==> config.mk <==
export PLATFORM = sky130hd
export DESIGN_NAME = ahb_wb_bridge
export DESIGN_NICKNAME = d
export VERILOG_FILES = /design/src/rtl/ahb_wb_pkg.sv /design/src/rtl/ahb_wb_sel_gen.sv /design/src/rtl/ahb_wb_bridge.sv
export SDC_FILE = /design/constraint.sdc
export NUM_CORES = 1
export LEC_CHECK = 0
export BUFFER_PORTS_ARGS = -buffer_cell sky130_fd_sc_hd__buf_4
export CAP_MARGIN = 10
export CORE_MARGIN = 10
export CORE_UTILIZATION = 44
export CTS_CLUSTER_DIAMETER = 120
export DETAILED_ROUTE_END_ITERATION = 10
export HOLD_SLACK_MARGIN = 0.06
export PLACE_DENSITY = 0.81
export SLEW_MARGIN = 20
export SYNTH_ARGS = -nofsm -noshare
export SYNTH_HDL_FRONTEND = slang
export SYNTH_SLANG_ARGS = --single-unit
==> constraint.sdc <==
create_clock -name clk -period 2.52 [get_ports clk]
set_input_delay 0.252 -clock clk [delete_from_list [all_inputs] [get_ports clk]]
set_output_delay 0.252 -clock clk [all_outputs]
set_load 0.05 [all_outputs]
==> src/rtl/ahb_wb_pkg.sv <==
// Shared definitions for the AHB-Lite to Wishbone bridge: transfer encodings
// and the bridge FSM state type.
package ahb_wb_pkg;

    localparam logic [1:0] HTRANS_IDLE   = 2'b00;
    localparam logic [1:0] HTRANS_BUSY   = 2'b01;
    localparam logic [1:0] HTRANS_NONSEQ = 2'b10;
    localparam logic [1:0] HTRANS_SEQ    = 2'b11;

    localparam logic [2:0] HSIZE_BYTE  = 3'b000;
    localparam logic [2:0] HSIZE_HALF  = 3'b001;
    localparam logic [2:0] HSIZE_WORD  = 3'b010;
    localparam logic [2:0] HSIZE_DWORD = 3'b011;

    typedef enum logic [2:0] {
        ST_IDLE,
        ST_BUS,
        ST_RESP,
        ST_ERR1,
        ST_ERR2
    } state_t;

endpackage

==> src/rtl/ahb_wb_sel_gen.sv <==
// Byte-lane decode and alignment check for one AHB transfer (little-endian).
module ahb_wb_sel_gen #(
    parameter int DATA_WIDTH = 32
) (
    input  logic [2:0]                      hsize,
    input  logic [$clog2(DATA_WIDTH/8)-1:0] addr_lsb,
    output logic [DATA_WIDTH/8-1:0]         sel,
    output logic                            illegal
);

    localparam int unsigned NB    = DATA_WIDTH / 8;
    localparam int unsigned LSB_W = $clog2(NB);

    int unsigned       bytes;
    logic [LSB_W-1:0]  align_mask;
    logic [NB-1:0]     lanes;

    always_comb begin
        bytes      = 32'd1 << hsize;
        align_mask = LSB_W'(bytes - 32'd1);
        lanes      = NB'((32'd1 << bytes) - 32'd1);
        illegal    = (32'(hsize) > LSB_W) || ((addr_lsb & align_mask) != '0);
        sel        = illegal ? '0 : (lanes << addr_lsb);
    end

endmodule

==> src/rtl/ahb_wb_bridge.sv <==
// AHB-Lite slave to Wishbone classic master bridge, one outstanding transfer,
// two-cycle ERROR response for illegal transfers, bus errors and ack timeouts.
module ahb_wb_bridge
    import ahb_wb_pkg::*;
#(
    parameter int ADDR_WIDTH     = 32,
    parameter int DATA_WIDTH     = 32,
    parameter int TIMEOUT_CYCLES = 255
) (
    input  logic                    clk,
    input  logic                    rst,
    input  logic                    HSEL,
    input  logic [ADDR_WIDTH-1:0]   HADDR,
    input  logic [1:0]              HTRANS,
    input  logic                    HWRITE,
    input  logic [2:0]              HSIZE,
    input  logic [DATA_WIDTH-1:0]   HWDATA,
    input  logic                    HREADY,
    output logic [DATA_WIDTH-1:0]   HRDATA,
    output logic                    HREADYOUT,
    output logic                    HRESP,
    output logic                    wb_cyc,
    output logic                    wb_stb,
    output logic                    wb_we,
    output logic [ADDR_WIDTH-1:0]   wb_adr,
    output logic [DATA_WIDTH/8-1:0] wb_sel,
    output logic [DATA_WIDTH-1:0]   wb_dat_w,
    input  logic [DATA_WIDTH-1:0]   wb_dat_r,
    input  logic                    wb_ack,
    input  logic                    wb_err
);

    localparam int NB    = DATA_WIDTH / 8;
    localparam int LSB_W = $clog2(NB);
    localparam int CNT_W = (TIMEOUT_CYCLES > 0) ? $clog2(TIMEOUT_CYCLES + 1) : 1;
    localparam logic [CNT_W-1:0] TO_LAST = CNT_W'((TIMEOUT_CYCLES > 0) ? TIMEOUT_CYCLES - 1 : 0);

    state_t                  state, state_nxt;
    logic [ADDR_WIDTH-1:0]   adr_r;
    logic                    we_r;
    logic [NB-1:0]           sel_r;
    logic [CNT_W-1:0]        cnt;
    logic [DATA_WIDTH-1:0]   rdata_r;
    logic [NB-1:0]           sel_dec;
    logic                    illegal;
    logic                    accept;
    logic                    in_bus;
    logic                    timeout_hit;

    ahb_wb_sel_gen #(
        .DATA_WIDTH(DATA_WIDTH)
    ) u_sel_gen (
        .hsize    (HSIZE),
        .addr_lsb (HADDR[LSB_W-1:0]),
        .sel      (sel_dec),
        .illegal  (illegal)
    );

    assign in_bus      = (state == ST_BUS);
    assign accept      = ((state == ST_IDLE) || (state == ST_RESP) || (state == ST_ERR2)) &&
                         HSEL && HREADY &&
                         ((HTRANS == HTRANS_NONSEQ) || (HTRANS == HTRANS_SEQ));
    assign timeout_hit = (TIMEOUT_CYCLES != 0) && (cnt == TO_LAST);

    assign wb_we    = in_bus & we_r;
    assign wb_sel   = in_bus ? sel_r : '0;
    assign wb_adr   = adr_r;
    assign wb_dat_w = HWDATA;
    assign HRDATA   = rdata_r;

    always_ff @(posedge clk or posedge rst) begin
        if (rst) state <= ST_IDLE;
        else     state <= state_nxt;
    end

    always_comb begin
        state_nxt = state;
        HREADYOUT = 1'b1;
        HRESP     = 1'b0;
        wb_cyc    = 1'b0;
        wb_stb    = 1'b0;
        case (state)
            ST_IDLE, ST_RESP, ST_ERR2: begin
                HRESP = (state == ST_ERR2);
                if (accept) state_nxt = illegal ? ST_ERR1 : ST_BUS;
                else        state_nxt = ST_IDLE;
            end
            ST_BUS: begin
                HREADYOUT = 1'b0;
                wb_cyc    = 1'b1;
                wb_stb    = 1'b1;
                // err has priority over ack; ack on the last allowed cycle still completes
                if (wb_err)           state_nxt = ST_ERR1;
                else if (wb_ack)      state_nxt = ST_RESP;
                else if (timeout_hit) state_nxt = ST_ERR1;
            end
            ST_ERR1: begin
                HREADYOUT = 1'b0;
                HRESP     = 1'b1;
                state_nxt = ST_ERR2;
            end
            default: state_nxt = ST_IDLE;
        endcase
    end

    // Lanes are decoded at acceptance and held, so only the select is stored, not HSIZE
    always_ff @(posedge clk or posedge rst) begin
        if (rst) begin
            adr_r   <= '0;
            we_r    <= 1'b0;
            sel_r   <= '0;
            cnt     <= '0;
            rdata_r <= '0;
        end else begin
            if (accept) begin
                adr_r <= HADDR;
                we_r  <= HWRITE;
                sel_r <= sel_dec;
            end
            if (in_bus && wb_ack && !wb_err && !we_r) rdata_r <= wb_dat_r;
            cnt <= in_bus ? cnt + 1'b1 : '0;
        end
    end

endmodule

=== Word-level counts from Yosys, hierarchy flattened ===
Cells that the tools add are included.
W data, S select, Z words.

* Register bits after elaboration: 80
* Input bits: 108
* Word-level logic and storage cells: 51
* Output and inout bits: 105

* Add/sub/neg operators: 3
* Bitwise gates (word level): 2
* Multiplexer cells: 12
* Reduce and logical (&&, ||, !) cells: 16
* Equality and inequality tests: 8
* Shifts and indexed selects: 3
* Magnitude comparators: 1

{| class="wikitable"
|+ Operator list
! cell !! number
|-
| $shl A1 B3 Y32 const A || 1
|-
| $shl A1 B32 Y4 const A || 1
|-
| $mux W3 || 3
|-
| $pmux W3 S3 || 1
|-
| $add A8 B1 Y8 const B || 1
|-
| $eq A8 B8 Y1 const B || 1
|-
| $mux W4 || 2
|-
| $mux W8 || 1
|-
| $eq A3 B2 Y1 const B || 2
|-
| $logic_and A1 B1 Y1 || 6
|-
| $eq A2 B2 Y1 const B || 2
|-
| $logic_or A1 B1 Y1 || 4
|-
| $mux W2 || 2
|-
| $ne A4 B3 Y1 const B || 1
|-
| $shl A4 B2 Y4 || 1
|-
| $sub A4 B1 Y4 const B || 1
|-
| $eq A3 B1 Y1 const B || 1
|-
| $eq A3 B3 Y1 const B || 1
|-
| $gt A3 B2 Y1 const B || 1
|-
| $logic_not A3 Y1 || 1
|-
| $reduce_or A3 Y1 || 1
|-
| $and A2 B2 Y2 || 1
|-
| $logic_not A1 Y1 || 2
|-
| $mux W1 || 2
|-
| other kinds (5) || 5
|}

=== Logic depth before layout (Yosys ltp) ===
* Depth in word-level cells: 8
* Depth in mapped cells: 5
* Depth with buffers taken out: 5

=== Modules after synthesis ===
From an unflattened synthesis, not the netlist that was laid out.

* Cell total of the unflattened synthesis: 259
* Area total of the unflattened synthesis: 3628.5 sq um

{| class="wikitable"
|+ By module, submodules not included
! module !! instances !! area each (sq um) !! cells each !! seq. area each (sq um)
|-
| ahb_wb_bridge || 1 || 3503.4 || 240 || 2001.9
|-
| ahb_wb_sel_gen || 1 || 125.1 || 19 || 0.0
|}

=== Worst setup path before layout ===
Ideal clock, no wire load.

* Path type: reg-to-output
* Start point: register state[1]
* End point: output wb_sel[0]
* Required time: 2.268 ns
* Arrival: 1.862 ns
* Path buffers: 1
* Path slack: 0.406 ns
* Cell stages (with the launch flop): 5
* Cell sequence: dfrtp_1 -> or3b_1 -> clkbuf_1 -> inv_1 -> and2_1

* Longest elaborated chain between the ends: 2

{| class="wikitable"
|+ Ends and longest elaborated chain
! element !! RTL line !! text
|-
| from (decl) || ahb_wb_bridge.sv:38 || <nowiki>state_t state, state_nxt;</nowiki>
|-
| from (signal assigned) || ahb_wb_bridge.sv:73 || <nowiki>else state <= state_nxt;</nowiki>
|-
| $eq A3 B1 Y1 || ahb_wb_bridge.sv:59 || <nowiki>assign in_bus = (state == ST_BUS);</nowiki>
|-
| $mux W4 || ahb_wb_bridge.sv:66 || <nowiki>assign wb_sel = in_bus ? sel_r : '0;</nowiki>
|-
| to (decl) || ahb_wb_bridge.sv:26 || <nowiki>output logic [DATA_WIDTH/8-1:0] wb_sel,</nowiki>
|}

No other way between the ends.

=== Worst setup path in the final report ===
* Start point: register state[1]
* End point: output wb_sel[1]

The elaborated chain is that of the path after synthesis.

==> reports/qor.csv <==
metric,value,unit
Clock transition at path regs,90,ps
Synth Cell Area,3580,µm²
hpwl dp,7.05,mm
Post-Syn Instances,256,
First-pass DRT Iterations,4,
ys flop type,dfrtp_1,
height of the die,110,µm
RePlAce Congestion,0.765,
ant diodes,0,
DR WL/cell,19.0,µm
Syn Nets,366,
yosys warns,0,
Setup CP Type,flip-flop to output pin,
Hold WC Path Type,input pin to flip-flop,
vias in the first global route,2676,
Vias,2388,
core area,7810,µm²
most frequent CP cell,buf_4,
crit path DAT,1920,ps
"Power, Total",6.09,mW
Critical-path top delay cell,dfrtp_1,
Synth cell types,32,
Final nets,486,
Layout Utilization,0.613,
worst skew pair latency,350,ps
r2r setup slk,570,ps
Post-synth EDFFs,0,
fin worst setup slack,345,ps
Synth Register Bits,80,
VDD IR-drop max,0.599,mV
CP Capture Type,output pin,
DIE AREA,12100,µm²
Max Cap Viol,0,
Initial Util,0.458,
Area Overhead vs Synth,33.9,%
post-CTS sizing,0,
crit-path max FO,10,
unrepaired setup endpoints after global routing,false,
worst path required time,2270,ps
critical path cell sequence,"or3b_1, buf_4, inv_1, and2_1, buf_4",
Antenna Nets Post-Route,0,
Worst Setup EP,wb_sel[1],
Rows,32,
GR Util All Layers,0.148,
share of layout cells above drive strength 1,0.619,
Least-Margin Pin Slew,887,ps
Critical R2R Capture,HRDATA[21],
reg2reg start,state[1],
postcts setup bufs,0,
skew final,11.6,ps
P_leak,2.42,nW
GRT Residual Overflow,0,
number of I/O port buffers,147,
post-route minimum period,2170,ps
Routed Wire Length,9.18,mm
CTS Root Cell,clkbuf_8,
final setup TNS,0,ps
WHS,120,ps
Setup Viol. Count Final,0,
DP Worst Slack,579,ps
P per Cell Area,1270,nW/µm²
vias per inst,4.94,
Area after DPL,4550,µm²
total CTS buffers,9,
Placed Instances,466,
largest net degree at the start of global routing,45,
CTS tree,yes,
CP startpoint kind,flip-flop,
global-route wire length before repair,13.9,mm
R2R depth,4,
Top Ports,213,
Final Cell Area,4790,µm²
"slowest stage delay, CP",400,ps
CP Launch Point,state[1],
Die X,110,µm
Pins Over Slew Limit,0,
fin crit share,0.863,
Fmax achieved,460,MHz
ys async rst share,1.00,
clock sinks,80,
relative slew slack,0.409,
Non-Filler Instances,483,
mean post-synth cell area,14.0,µm²
sequential share of the synthesized area,0.560,
initial DRC count,61,
H-tree levels,3,
outcome,completed,
maximum buffer depth of the clock tree,2,
final hold violation count,0,
DR DRC count,0,
antenna violations before repair,0,
registers in the layout (all words and copies together), names as in the netlist:
name / cells
sel_r: 4
cnt: 8
wb_adr: 32
HRDATA: 32
we_r: 1
state: 3
cells in the mapped netlist (3+ instances only):
cell type	count	area, µm²
a21oi_1	5	25.0
nand3_1	5	25.0
buf_6	3	33.8
xor2_1	3	26.3
clkbuf_1	3	11.3
inv_1	6	22.5
nor2_1	10	37.5
mux2_4	30	450
buf_2	3	15.0
buf_4	33	248
mux2_2	36	405
or3_1	4	25.0
and2_1	6	37.5
o21ai_0	8	40.0
dfrtp_1	80	2000
where the power goes:
| part | internal (mW) | switching, mW | leakage (nW) | total, mW |
|---|---|---|---|---|
| Clock | 0.588 | 0.489 | 0.109 | 1.08 |
| Sequential | 1.71 | 0.251 | 0.982 | 1.96 |
| Combinational | 1.09 | 1.96 | 1.33 | 3.05 |
layout make-up:
class,instances,area (µm²)
clock buffers,10,138
clock inverters,6,92.6
fillers,602,3020
inverters,6,23.8
multi-input cells,128,1240
flip-flops and latches,80,2000
well taps,102,128
repair buffers,151,1160
cells in the final DEF (no fill, tap or decap), types with 2 or more instances in the layout:
| cell | instances |
|---|---|
| a21o_1 | 2 |
| a21oi_1 | 5 |
| buf_12 | 2 |
| bufinv_16 | 2 |
| nand3_1 | 5 |
| o21ai_0 | 8 |
| mux2_2 | 36 |
| clkinvlp_4 | 2 |
| inv_1 | 5 |
| dfrtp_1 | 80 |
| clkbuf_8 | 10 |
| or3_1 | 4 |
| clkinv_4 | 2 |
| nor2_1 | 10 |
| o31ai_1 | 2 |
| ha_1 | 2 |
| mux2_4 | 30 |
| buf_4 | 148 |
| xor2_1 | 3 |
| and2_1 | 6 |
how the worst min path moves through the flow:
stage | start | to | cells after the start
4_1_cts | wb_dat_r[3] | HRDATA[3] | 2
2_1_floorplan | HADDR[0] | sel_r[2] | 1
3_5_place_dp | rst | HRDATA[8] | 2
6_report | wb_dat_r[7] | HRDATA[7] | 2
5_1_grt | wb_dat_r[3] | HRDATA[3] | 2
3_3_place_gp | rst | HRDATA[8] | 2
critical path, delay by kind of cell (launching register included):
kind,cells,cell delay (ps)
flip-flops,1,400
AND/OR/NAND/NOR,2,580
buffers and inverters,3,580
cells by family after synthesis:
family,Yosys count,share of synthesized area
multiplexers,66,0.239
flip-flops,80,0.560
AND/OR/NAND/NOR,35,0.0556
buffers and inverters,48,0.0923
adder cells (fa/ha/maj),2,0.00699
AO/OA/AOI/OAI,21,0.0364
XOR/XNOR,4,0.00980
routing by layer:
layer | vias up | share of wire | track usage
met4 | 0 | 0.030 | 0.0706
met1 | 1153 | 0.37 | 0.163
li1 | 1088 | - | -
met3 | 38 | 0.13 | 0.0760
met5 | - | 0 | 0
met2 | 109 | 0.47 | 0.235
what timing repair did:
action                                 CTS  global route
hold buffers                             1             0
endpoints found under the hold margin   43             0
setup endpoints to repair                0             0
Note: power is estimated with default switching activity, not from simulation.
